### config.mk
export PLATFORM = sky130hd
export DESIGN_NAME = subtractor_16b_pipe_flat
export DESIGN_NICKNAME = d
export VERILOG_FILES = /design/src/rtl/subtractor_16b_pipe_if.sv /design/src/rtl/subtractor_16b_pipe.sv /design/src/flat_wrapper.sv
export SDC_FILE = /design/constraint.sdc
export NUM_CORES = 1
export LEC_CHECK = 0
export BUFFER_PORTS_ARGS = -buffer_cell sky130_fd_sc_hd__clkbuf_2
export CORE_MARGIN = 5
export CORE_UTILIZATION = 30
export DETAILED_ROUTE_END_ITERATION = 8
export GPL_ROUTABILITY_DRIVEN = 0
export REMOVE_ABC_BUFFERS = 1
export SYNTH_ARGS = -nofsm -noshare
export SYNTH_HDL_FRONTEND = slang
export SYNTH_SLANG_ARGS = --single-unit
### constraint.sdc
create_clock -name clk -period 2.04 [get_ports clk]
set_input_delay 0.408 -clock clk [delete_from_list [all_inputs] [get_ports clk]]
set_output_delay 0.408 -clock clk [all_outputs]
set_load 0.03 [all_outputs]
### src/rtl/subtractor_16b_pipe_if.sv
// ----------------------------------------------------------------------------
// subtractor_16b_pipe_if
// Bundle of the operand/result handshake signals of subtractor_16b_pipe.
//
// Handshake: a transfer happens on a rising clk edge when valid and ready are
// both 1. A producer holds its payload stable while valid=1 and ready=0.
// The ready signal never depends combinationally on the matching valid.
//
// Signals:
//   in_valid  : operand set present on a, b, bin
//   in_ready  : pipe can accept an operand set this cycle
//   a, b      : 16-bit minuend / subtrahend
//   bin       : borrow-in
//   out_valid : result present on diff, bout, ovf
//   out_ready : downstream accepts the result this cycle
//   diff      : 16-bit difference
//   bout      : borrow-out
//   ovf       : two's-complement signed overflow
//
// Modports:
//   master : the environment side (drives operands, consumes results)
//   slave  : the subtractor side
// ----------------------------------------------------------------------------
interface subtractor_16b_pipe_if;
    logic        in_valid;
    logic        in_ready;
    logic [15:0] a;
    logic [15:0] b;
    logic        bin;
    logic        out_valid;
    logic        out_ready;
    logic [15:0] diff;
    logic        bout;
    logic        ovf;

    modport master (
        output in_valid, a, b, bin, out_ready,
        input  in_ready, out_valid, diff, bout, ovf
    );

    modport slave (
        input  in_valid, a, b, bin, out_ready,
        output in_ready, out_valid, diff, bout, ovf
    );
endinterface

### src/rtl/subtractor_16b_pipe.sv
// ----------------------------------------------------------------------------
// subtractor_16b_pipe
// Two-stage pipelined 16-bit subtractor: diff = (a - b - bin) mod 2^16,
// evaluated as a + ~b + ~bin with a Kogge-Stone parallel-prefix carry network.
//
// Stage S1 holds per-bit generate/propagate, the carry-in and the operand
// sign bits. Stage S2 holds the finished diff, bout and ovf.
//
// Ports:
//   clk : clock, all state updates on the rising edge
//   rst : asynchronous active-high reset (discards all in-flight results)
//   bus : subtractor_16b_pipe_if.slave handshake/data bundle
// ----------------------------------------------------------------------------
module subtractor_16b_pipe (
    input  logic                  clk,
    input  logic                  rst,
    subtractor_16b_pipe_if.slave  bus
);

    // Stage S1
    logic        r_s1_valid;
    logic [15:0] r_g;
    logic [15:0] r_p;
    logic        r_cin;
    logic        r_a15;
    logic        r_b15;

    // Stage S2
    logic        r_s2_valid;
    logic [15:0] r_diff;
    logic        r_bout;
    logic        r_ovf;

    // Control
    logic        w_in_ready;
    logic        w_in_xfer;
    logic        w_advance;

    // Prefix network
    logic [15:0] w_gg;
    logic [15:0] w_pg;
    logic [15:0] w_gn;
    logic [15:0] w_pn;
    logic [16:0] w_c;
    logic [15:0] w_diff;
    logic        w_bout;
    logic        w_ovf;

    // S1 may move on when S2 is empty or S2 is being drained this edge.
    assign w_advance  = r_s1_valid && (!r_s2_valid || bus.out_ready);
    // Only the fully stalled pipe refuses input; held low during reset.
    assign w_in_ready = !rst && (!r_s1_valid || !r_s2_valid || bus.out_ready);
    assign w_in_xfer  = bus.in_valid && w_in_ready;

    // S1 register
    always_ff @(posedge clk or posedge rst) begin
        if (rst) begin
            r_s1_valid <= 1'b0;
            r_g        <= '0;
            r_p        <= '0;
            r_cin      <= 1'b0;
            r_a15      <= 1'b0;
            r_b15      <= 1'b0;
        end else begin
            if (w_in_xfer) begin
                r_s1_valid <= 1'b1;
                r_g        <= bus.a & ~bus.b;
                r_p        <= bus.a ^ ~bus.b;
                r_cin      <= ~bus.bin;
                r_a15      <= bus.a[15];
                r_b15      <= bus.b[15];
            end else if (w_advance) begin
                r_s1_valid <= 1'b0;
            end
        end
    end

    // Kogge-Stone prefix: four combine levels give group (G,P) over [i:0];
    // the carry-in is folded in afterwards as a final combine.
    always_comb begin
        w_gg = r_g;
        w_pg = r_p;
        w_gn = '0;
        w_pn = '0;
        w_c  = '0;
        for (int lv = 0; lv < 4; lv++) begin
            w_gn = w_gg;
            w_pn = w_pg;
            for (int i = 0; i < 16; i++) begin
                if (i >= (1 << lv)) begin
                    w_gn[i] = w_gg[i] | (w_pg[i] & w_gg[i - (1 << lv)]);
                    w_pn[i] = w_pg[i] & w_pg[i - (1 << lv)];
                end
            end
            w_gg = w_gn;
            w_pg = w_pn;
        end
        w_c[0] = r_cin;
        for (int i = 0; i < 16; i++) begin
            w_c[i+1] = w_gg[i] | (w_pg[i] & r_cin);
        end
    end

    assign w_diff = r_p ^ w_c[15:0];
    // Carry out of a + ~b + ~bin is the inverse of the borrow.
    assign w_bout = ~w_c[16];
    assign w_ovf  = (r_a15 != r_b15) && (w_diff[15] != r_a15);

    // S2 register
    always_ff @(posedge clk or posedge rst) begin
        if (rst) begin
            r_s2_valid <= 1'b0;
            r_diff     <= '0;
            r_bout     <= 1'b0;
            r_ovf      <= 1'b0;
        end else begin
            if (w_advance) begin
                r_s2_valid <= 1'b1;
                r_diff     <= w_diff;
                r_bout     <= w_bout;
                r_ovf      <= w_ovf;
            end else if (bus.out_ready) begin
                r_s2_valid <= 1'b0;
            end
        end
    end

    assign bus.in_ready  = w_in_ready;
    assign bus.out_valid = r_s2_valid;
    assign bus.diff      = r_diff;
    assign bus.bout      = r_bout;
    assign bus.ovf       = r_ovf;

endmodule
### src/flat_wrapper.sv
// flat-port wrapper written by rule: the top's interface ports become plain ports
module subtractor_16b_pipe_flat 
  (clk, rst, bus_in_valid, bus_a, bus_b, bus_bin, bus_out_ready, bus_in_ready, bus_out_valid, bus_diff, bus_bout, bus_ovf);
  subtractor_16b_pipe_if bus_i ();
  input  logic clk;
  input  logic rst;
  input wire logic [$bits(bus_i.in_valid)-1:0] bus_in_valid;
  input wire logic [$bits(bus_i.a)-1:0] bus_a;
  input wire logic [$bits(bus_i.b)-1:0] bus_b;
  input wire logic [$bits(bus_i.bin)-1:0] bus_bin;
  input wire logic [$bits(bus_i.out_ready)-1:0] bus_out_ready;
  output wire logic [$bits(bus_i.in_ready)-1:0] bus_in_ready;
  output wire logic [$bits(bus_i.out_valid)-1:0] bus_out_valid;
  output wire logic [$bits(bus_i.diff)-1:0] bus_diff;
  output wire logic [$bits(bus_i.bout)-1:0] bus_bout;
  output wire logic [$bits(bus_i.ovf)-1:0] bus_ovf;
  assign bus_i.in_valid = bus_in_valid;
  assign bus_i.a = bus_a;
  assign bus_i.b = bus_b;
  assign bus_i.bin = bus_bin;
  assign bus_i.out_ready = bus_out_ready;
  assign bus_in_ready = bus_i.in_ready;
  assign bus_out_valid = bus_i.out_valid;
  assign bus_diff = bus_i.diff;
  assign bus_bout = bus_i.bout;
  assign bus_ovf = bus_i.ovf;
  subtractor_16b_pipe u_core (.clk(clk), .rst(rst), .bus(bus_i));
endmodule
-- Yosys cells after proc, flatten, opt, wreduce, memory -nomap -nowiden
Index checks and enable logic that the tools add are counted.
Widths: inputs -> output; s select.
- multiplexer cells: 4
- eq/ne operators: 2
- reductions and logical operators: 12
- bitwise operators: 185
- operators with widths (cell ; count):
    $and 1x1->1 ; 114
    $or 1x1->1 ; 65
    $xor 16x16->16 ; 2
    $and 16x16->16 ; 1
    $not 16->16 ; 1
    $logic_and 1x1->1 ; 4
    $mux 1 ; 4
    $reduce_bool 2->1 ; 2
    $logic_not 1->1 ; 3
    $logic_or 1x1->1 ; 3
    $ne 1x1->1 ; 2
    $not 1->1 ; 2
- register bits: 55
- logic and storage cells: 213

-- Logic depth before layout (Yosys ltp)
Gate-level depths: netlist of run 1.
- depth after elaboration: 11
- mapped depth: 7

-- Worst setup path after synthesis of run 1
OpenSTA, ideal clock, no wires.
- path type: register to register
- start point: register u_core.r_s2_valid (netlist: u_core.bus.out_valid)
- end point: register u_core.r_a15
- path buffers: 2
- arrival: 1.990 ns
- data required time: 1.915 ns
- stages on the path, launching flop included: 7
- setup slack: -0.074 ns
- cells stage by stage: dfrtp_1 > nor2b_1 > a21oi_1 > nand2_1 > buf_2 > buf_2 > mux2_2
- longest elaborated chain between the ends: 5
- ends and longest elaborated chain (what ; line ; RTL):
    start: declaration ; subtractor_16b_pipe.sv:29 ; logic r_s2_valid;
    start signal: assignment ; subtractor_16b_pipe.sv:112 ; r_s2_valid <= 1'b0;
    start signal: assignment ; subtractor_16b_pipe.sv:118 ; r_s2_valid <= 1'b1;
    start signal: assignment ; subtractor_16b_pipe.sv:123 ; r_s2_valid <= 1'b0;
    $logic_not 1->1 ; subtractor_16b_pipe.sv:52 ; assign w_in_ready = !rst && (!r_s1_valid || !r_s2_valid || bus.out_ready);
    $logic_or 1x1->1 (2 in a row) ; subtractor_16b_pipe.sv:52 ;
    $logic_and 1x1->1 ; subtractor_16b_pipe.sv:52 ;
    net bus_in_ready ; flat_wrapper.sv:12 ; output wire logic [$bits(bus_i.in_ready)-1:0] bus_in_ready;
    $logic_and 1x1->1 ; subtractor_16b_pipe.sv:53 ; assign w_in_xfer = bus.in_valid && w_in_ready;
    end signal: assignment ; subtractor_16b_pipe.sv:70 ; r_a15 <= bus.a[15];
    end: declaration ; subtractor_16b_pipe.sv:25 ; logic r_a15;
The timed path passes the listed nets, and every way through them passes these cells.
A chain may end at the register's enable or synchronous reset.

-- Worst setup path in the final report of run 1
- start point: register u_core.r_p[0]
- end point: register u_core.r_ovf (netlist: u_core.bus.ovf)
- longest elaborated chain between the ends: 8
- ends and longest elaborated chain (what ; line ; RTL):
    start: declaration ; subtractor_16b_pipe.sv:23 ; logic [15:0] r_p;
    start signal: assignment ; subtractor_16b_pipe.sv:68 ; r_p <= bus.a ^ ~bus.b;
    $and 1x1->1 (3 in a row) ; subtractor_16b_pipe.sv:92 ; w_pn[i] = w_pg[i] & w_pg[i - (1 << lv)];
    $and 1x1->1 ; subtractor_16b_pipe.sv:100 ; w_c[i+1] = w_gg[i] | (w_pg[i] & r_cin);
    $or 1x1->1 ; subtractor_16b_pipe.sv:100 ;
    $xor 16x16->16 ; subtractor_16b_pipe.sv:104 ; assign w_diff = r_p ^ w_c[15:0];
    $ne 1x1->1 ; subtractor_16b_pipe.sv:107 ; assign w_ovf = (r_a15 != r_b15) && (w_diff[15] != r_a15);
    $logic_and 1x1->1 ; subtractor_16b_pipe.sv:107 ;
    end signal: assignment ; subtractor_16b_pipe.sv:121 ; r_ovf <= w_ovf;
    end: declaration ; subtractor_16b_pipe.sv:32 ; logic r_ovf;
No other way between the ends.

==> results of run 1 <==
power groups by stage:
| stage | Sequential [mW] | Clock [mW] | Combinational, mW |
|---|---|---|---|
| 2_1_floorplan | 1.94 | 0 | 0.633 |
| 3_3_place_gp | 1.67 | 0 | 1.32 |
| 3_5_place_dp | 1.69 | 0 | 1.34 |
| 4_1_cts | 1.66 | 0.684 | 1.34 |
| 5_1_grt | 1.71 | 0.725 | 1.46 |
| 6_report | 1.66 | 0.660 | 1.31 |
cell usage after synthesis, types with 2 or more instances:
master | instances | share of area
nand2_1 | 28 | 0.036
o21bai_1 | 3 | 0.0076
o31ai_1 | 3 | 0.0076
nand3_1 | 7 | 0.012
inv_1 | 22 | 0.028
a221oi_1 | 2 | 0.0059
mux2_2 | 34 | 0.13
nor2b_1 | 2 | 0.0042
nor2_1 | 8 | 0.010
xor2_1 | 4 | 0.012
o21ai_0 | 21 | 0.036
a211oi_1 | 2 | 0.0051
ha_1 | 17 | 0.072
a31oi_1 | 2 | 0.0042
xnor2_1 | 8 | 0.024
buf_2 | 9 | 0.015
nand4_1 | 2 | 0.0042
nor3_1 | 2 | 0.0034
o21ai_2 | 2 | 0.0059
nor4b_1 | 2 | 0.0059
o21ai_1 | 4 | 0.0068
o21a_1 | 2 | 0.0051
nand3b_1 | 2 | 0.0051
nand2b_1 | 2 | 0.0042
dfrtp_1 | 55 | 0.47
nor3b_1 | 2 | 0.0051
a21oi_1 | 12 | 0.020
a211oi_2 | 2 | 0.0085
clkbuf_1 | 3 | 0.0038
layer usage:
| metal | GRT usage | wire (um) | vias up |
|---|---|---|---|
| met2 | 0.184 | 2980 | 50 |
| met5 | 0 | 0 | - |
| li1 | - | - | 1090 |
| met4 | 0.0240 | 44 | 0 |
| met3 | 0.0266 | 319 | 5 |
| met1 | 0.149 | 2900 | 1009 |
state kept, by name, summed over array words and instances, names as in the netlist:
name and cells:
u_core.bus.bout 1, u_core.r_g 16, u_core.r_a15 1, u_core.bus.out_valid 1
u_core.bus.diff 16, u_core.r_cin 1, u_core.r_b15 1, u_core.r_p 16
u_core.r_s1_valid 1, u_core.bus.ovf 1
kinds of logic after synthesis:
logic type	share of synthesized area
AO/OA/AOI/OAI	0.144
AND/OR/NAND/NOR	0.105
flip-flops	0.466
adder cells (fa/ha/maj)	0.0721
XOR/XNOR	0.0356
buffers and inverters	0.0471
multiplexers	0.130
worst paths after layout:
kind | end | cells past startpoint | start
worst max-delay path | u_core.bus.ovf | 6 | u_core.r_p[0]
worst min-delay path | u_core.r_g[11] | 3 | rst
worst max register to register | u_core.bus.ovf | 6 | u_core.r_p[0]
worst min register to register | u_core.bus.diff[12] | 2 | u_core.bus.diff[12]
max in group asynchronous | u_core.r_g[3] | 3 | rst
min in group clk | u_core.r_cin | 2 | bus_bin
cell type report:
| cell class | count | area [um2] | share of cell area |
|---|---|---|---|
| well taps | 133 | 166 | 0.0476 |
| clock inverters | 1 | 7.51 | 0.00215 |
| multi-input cells | 190 | 1440 | 0.410 |
| repair buffers | 60 | 335 | 0.0958 |
| clock buffers | 7 | 96.3 | 0.0275 |
| inverters | 22 | 82.6 | 0.0236 |
| flip-flops and latches | 55 | 1380 | 0.393 |
worst min-delay path, delay by kind of cell:
family | cells | cell delay [ns]
buf+inv | 3 | 0.41
cells in the final DEF, fill, tap and decap left out, types with 3 or more instances in the layout:
cell type | netlist | final
clkbuf_2 | 0 | 56
dfrtp_1 | 55 | 55
mux2_2 | 34 | 34
nand2_1 | 28 | 28
o21ai_0 | 21 | 21
inv_1 | 22 | 21
ha_1 | 17 | 17
a21oi_1 | 12 | 12
nor2_1 | 8 | 8
xnor2_1 | 8 | 8
nand3_1 | 7 | 7
clkbuf_8 | 0 | 7
xor2_1 | 4 | 4
o21ai_1 | 4 | 4
o21bai_1 | 3 | 3
o31ai_1 | 3 | 3
stage by stage:
stage | hold slack [ns] | TNS (ns) | setup slack [ns] | power, mW
final | 0.130 | 0 | 0.194 | 3.63
after global placement | 0.468 | 0 | 0.289 | 2.99
after detailed placement | 0.474 | 0 | 0.222 | 3.02
after global routing | 0.166 | 0 | 0.0277 | 3.90
after CTS | 0.143 | 0 | 0.195 | 3.69
after floorplan | 0.480 | -21.42 | -0.612 | 2.57
==> results by group, run 1 <==
Routing
  – Via/cell ratio: 4.60
  – Post-route DRC: 0
  – Iter 0 DRT Violations: 136
  – Post-DR wirelength/cell: 13.4 um
  – Via count: 2154
  – Pre-antenna DRT Iters: 4
  – Remaining antenna violation count after routing: 0
  – Routed WL: 6.25 mm

Power and ir drop
  – Pwr dens: 1040 nW/um2
  – Internal Power: 2.20 mW
  – Sw Pwr: 1.43 mW
  – Logic gate share of total power: 0.362
  – IR drop worst, VDD: 0.000432 V
  – Leakage: 1.66 nW
  – Seq pwr share: 0.457
  – Clk network pwr share: 0.182
  – Sw frac: 0.394

Setup path
  – R2R setup slack: 0.19 ns
  – Kind of end point of the critical path: flop
  – Crit path DAT: 2.09 ns
  – CP max FO: 4
  – Crit start category: flop
  – Setup CP Type: reg -> reg
  – Max incr delay on CP: 0.44 ns
  – CP delay by family, top: compound AO/OA/AOI/OAI gates
  – CP bufs+invs: 0
  – Cell Chain, Critical Path: a211oi_2, o21bai_1, a31oi_2, o21ai_2, a211o_2, nand3_1
  – WP data required: 2.29 ns
  – CP max stage cell: dfrtp_1

Clock tree
  – Clock Root Buffer: clkbuf_8
  – CTS tree: built
  – Hold-fix buffer count after cts: 0
  – Clk_lat worst skew: 0.31 ns
  – CTS sink count: 55
  – Reg clk slew, reported paths: 0.10 ns
  – Longest Clk Path Bufs: 2
  – CTS HTree Levels: 2
  – Num CTS Buffers: 5
  – Setup repair bufs after CTS: 0
  – Cts repair resizes: 0

Placement
  – Dpl cell area: 3400 um2
  – Cell Count Post-Placement: 460
  – Port bufs: 56
  – Dpl hpwl: 4.83 mm

Cells and area
  – Util after Layout: 0.361
  – Post-route cell area: 3500 um2
  – Area growth, synth to finish: 18.6%
  – Nets@finish: 388
  – Share of layout cells above drive strength 1: 0.340
  – # fillers: 996
  – Diode count: 0
  – Post-route insts no fill: 468

GRT
  – Total GRT Usage: 0.112
  – Largest net degree at the start of global routing: 56
  – Number of antenna violations at the first check in global routing: 0
  – Grt total ovfl: 0
  – Vias in the first global route: 2169
  – First-pass GRT wire length: 10.6 mm

Timing
  – Post-route minimum period: 1.85 ns
  – Worst-Margin Slew: 0.299 ns
  – Unrepaired setup endpoints after global routing: no
  – Worst slew margin relative to its limit: 0.796
  – Endpoints failing hold: 0
  – Fmax: 542 MHz
  – Tcrit/Tclk final: 0.905
  – Final Slew Violations: 0
  – Final Skew: 0.0103 ns
  – Finish-stage setup viols: 0

Run status
  – Status: finished, final reports clean

Floorplanning
  – I/O Pins: 57
  – Row cnt: 36
  – Die Wd: 109 um
  – Chip height: 109 um
  – Die footprint: 11900 um2
  – Core Area: 9680 um2
  – Initial Utilization: 0.305

Yosys
  – Synthesized cell area: 2950 um2
  – Unique cell type count in the Yosys netlist: 44
  – Seq/Total Area, Yosys: 0.466
  – Instance count of the mapped netlist: 279
  – Post-synth EDFFs: 0
  – Most used DFF post-synth: dfrtp_1
  – Post-synthesis area per instance: 10.6 um2
  – Syn. warnings: 0
  – Post-synth ARST share: 1.00
  – Number of synthesized register bits: 55

Flow run
  – MaxCap Viol Count: 0

Hold path
  – Hold Path Class: in -> async
(Power assumes the default switching activity.)
==> run 2: changes to the inputs <==
--- a/config.mk
+++ b/config.mk
@@ -10,6 +10,7 @@
 export CORE_UTILIZATION = 30
 export DETAILED_ROUTE_END_ITERATION = 8
 export GPL_ROUTABILITY_DRIVEN = 0
+export HOLD_SLACK_MARGIN = 0.08
 export REMOVE_ABC_BUFFERS = 1
 export SYNTH_ARGS = -nofsm -noshare
 export SYNTH_HDL_FRONTEND = slang
==> constraint.sdc (replaced) <==
create_clock -name clk -period 1.6 [get_ports clk]
set_input_delay 0.32 -clock clk [delete_from_list [all_inputs] [get_ports clk]]
set_output_delay 0.32 -clock clk [all_outputs]
set_load 0.03 [all_outputs]
==> results by group, run 2 (synthesis gave the netlist of run 1 again) <==
Timing
  – Final Slew Violations: 0 (unchanged)
  – Final Skew: 0.00784 ns (-0.00245 ns)
  – Tcrit/Tclk final: 1.03 (+0.121)
  – Endpoints failing hold: 0 (unchanged)
  – Unrepaired setup endpoints after global routing: yes
  – Worst-Margin Slew: 0.298 ns (-0.000609 ns)
  – Worst slew margin relative to its limit: 0.796 (about the same)
  – Fmax: 609 MHz (+12%)
  – Final worst setup slack: -0.0420 ns (-0.236 ns)
  – Post-route minimum period: 1.64 ns (-0.204 ns)
  – WHS: 0.224 ns (+0.0945 ns)
  – Finish-stage setup viols: 3 (+3)

Routing
  – Via/cell ratio: 4.60 (about the same)
  – Iter 0 DRT Violations: 104 (-24%)
  – Pre-antenna DRT Iters: 4 (unchanged)
  – Post-route DRC: 0 (unchanged)
  – Via count: 2306 (+7.1%)
  – Post-DR wirelength/cell: 13.9 um (+3.8%)
  – Remaining antenna violation count after routing: 0 (unchanged)
  – Routed WL: 6.95 mm (+11%)

GRT
  – Number of antenna violations at the first check in global routing: 0 (unchanged)
  – First-pass GRT wire length: 11.2 mm (+5.6%)
  – Vias in the first global route: 2392 (+10%)
  – Largest net degree at the start of global routing: 56 (unchanged)
  – Grt total ovfl: 0 (unchanged)
  – Total GRT Usage: 0.119 (+0.00705)

Floorplanning
  – Initial Utilization: 0.305 (unchanged)
  – Chip height: 109 um (unchanged)
  – Row cnt: 36 (unchanged)
  – Die footprint: 11900 um2 (unchanged)
  – I/O Pins: 57 (unchanged)
  – Die Wd: 109 um (unchanged)
  – Core Area: 9680 um2 (unchanged)

Clock tree
  – Reg clk slew, reported paths: 0.10 ns (about the same)
  – Num CTS Buffers: 5 (unchanged)
  – Clk_lat worst skew: 0.30 ns (about the same)
  – CTS tree: built
  – Longest Clk Path Bufs: 2 (unchanged)
  – CTS sink count: 55 (unchanged)
  – Clock Root Buffer: clkbuf_8
  – CTS HTree Levels: 2 (unchanged)

Cells and area
  – Nets@finish: 421 (+8.5%)
  – Commonest non-fill, non-tap cells in the layout: clkbuf_2, dfrtp_1, mux2_2, buf_4, nand2_1
  – Area growth, synth to finish: 32.5%
  – Diode count: 0 (unchanged)
  – # fillers: 969 (-2.7%)
  – Post-route insts no fill: 501 (+7.1%)
  – Share of layout cells above drive strength 1: 0.465 (+0.124)
  – Most common cell after layout, fill and taps aside: clkbuf_2

Setup path
  – Setup CP Type: reg -> reg
  – Crit path DAT: 1.88 ns (-0.21 ns)
  – R2R setup slack: -0.04 ns (-0.24 ns)
  – CP max FO: 5 (+1)
  – Cell Chain, Critical Path: a21oi_1, o21bai_1, a221oi_1, o21ai_2, a211o_2, nand3_1
  – WP data required: 1.84 ns (-0.45 ns)
  – CP max stage cell: dfrtp_1
  – CP bufs+invs: 0 (unchanged)
  – Kind of end point of the critical path: flop
  – Max incr delay on CP: 0.46 ns (+0.02 ns)
  – Crit start category: flop
  – CP delay by family, top: compound AO/OA/AOI/OAI gates

Power and ir drop
  – IR drop worst, VDD: 0.000684 V (+58%)
  – Leakage: 1.87 nW (+12%)
  – Pwr dens: 1310 nW/um2 (+26%)

Placement
  – Dpl hpwl: 5.10 mm (+5.6%)
  – Port bufs: 56 (unchanged)
  – Cell Count Post-Placement: 490 (+6.5%)

Run status
  – Status: complete, but fails checks
  – Failing checks: negative setup slack

Flow run
  – MaxCap Viol Count: 0 (unchanged)

Hold path
  – Hold Path Class: in -> reg
[run 2: changes by cell type in the layout (fill, tap and decap cells not counted), moves of 5 or more]
cell,delta
a21oi_1,-6
a21oi_2,+6
buf_4,+29
dfrtp_1,-5
dfrtp_2,+5
o21ai_0,-9
o21ai_1,+7
[run 2: layout make-up]
| class | count | area, um2 | share of cell area |
|---|---|---|---|
| repair buffers | 93 | 626 | 0.160 |
| multi-input cells | 190 | 1530 | 0.392 |
| well taps | 133 | 166 | 0.0426 |
| inverters | 22 | 82.6 | 0.0211 |
| flip-flops and latches | 55 | 1380 | 0.354 |
| clock inverters | 2 | 35.0 | 0.00896 |
| clock buffers | 6 | 82.6 | 0.0211 |
[run 2: power by group]
group / switching, mW / total, mW / internal, mW
clock: 0.455 / 0.962 / 0.507
sequential: 0.316 / 2.07 / 1.76
combinational: 1.19 / 2.10 / 0.912
[run 2: final timing paths]
check / from / endpoint / cells after the start
min reg2reg: u_core.bus.bout / u_core.bus.bout / 1
min: bus_bin / u_core.r_cin / 2
min in group asynchronous: rst / u_core.r_g[13] / 4
max: u_core.r_g[11] / u_core.bus.ovf / 6
max reg2reg: u_core.r_g[11] / u_core.bus.ovf / 6
max in group asynchronous: rst / u_core.r_p[11] / 4
[run 2: repair_timing]
action                                  in CTS  in global routing
buffers inserted                             0                  1
pin swaps                                    7                 11
endpoints found under the hold margin       55                  0
endpoints found under the setup margin       7                 35
gates resized for setup                      8                 32
hold buffers                                 1                  0
gates cloned                                 0                  1
[run 2: routing by layer]
layer	track usage	vias up	wire length, um
met5	0	-	0
met4	0.0321	0	78
met3	0.0243	7	296
met2	0.196	57	3260
met1	0.158	1086	3310
li1	-	1156	-
[run 2: worst reg2reg max path, stage by stage (launching register included)]
cell      delay (ns)
dfrtp_1         0.46
a21oi_1         0.17
o21bai_1        0.09
a221oi_1        0.34
o21ai_2         0.16
a211o_2         0.28
nand3_1         0.08
[run 2: metrics by stage]
stage	util	setup WS, ns	power [mW]	area (um2)	setup TNS [ns]
after floorplan	-	-1.05	3.27	2890	-42.35
after global placement	0.375	-0.0375	4.03	3630	-0.110
after detailed placement	0.375	-0.0677	4.08	3630	-0.194
after CTS	0.392	-0.0409	5.10	3800	-0.0831
after global routing	0.404	-0.121	5.47	3910	-0.728
final	0.404	-0.0420	5.13	3910	-0.0829
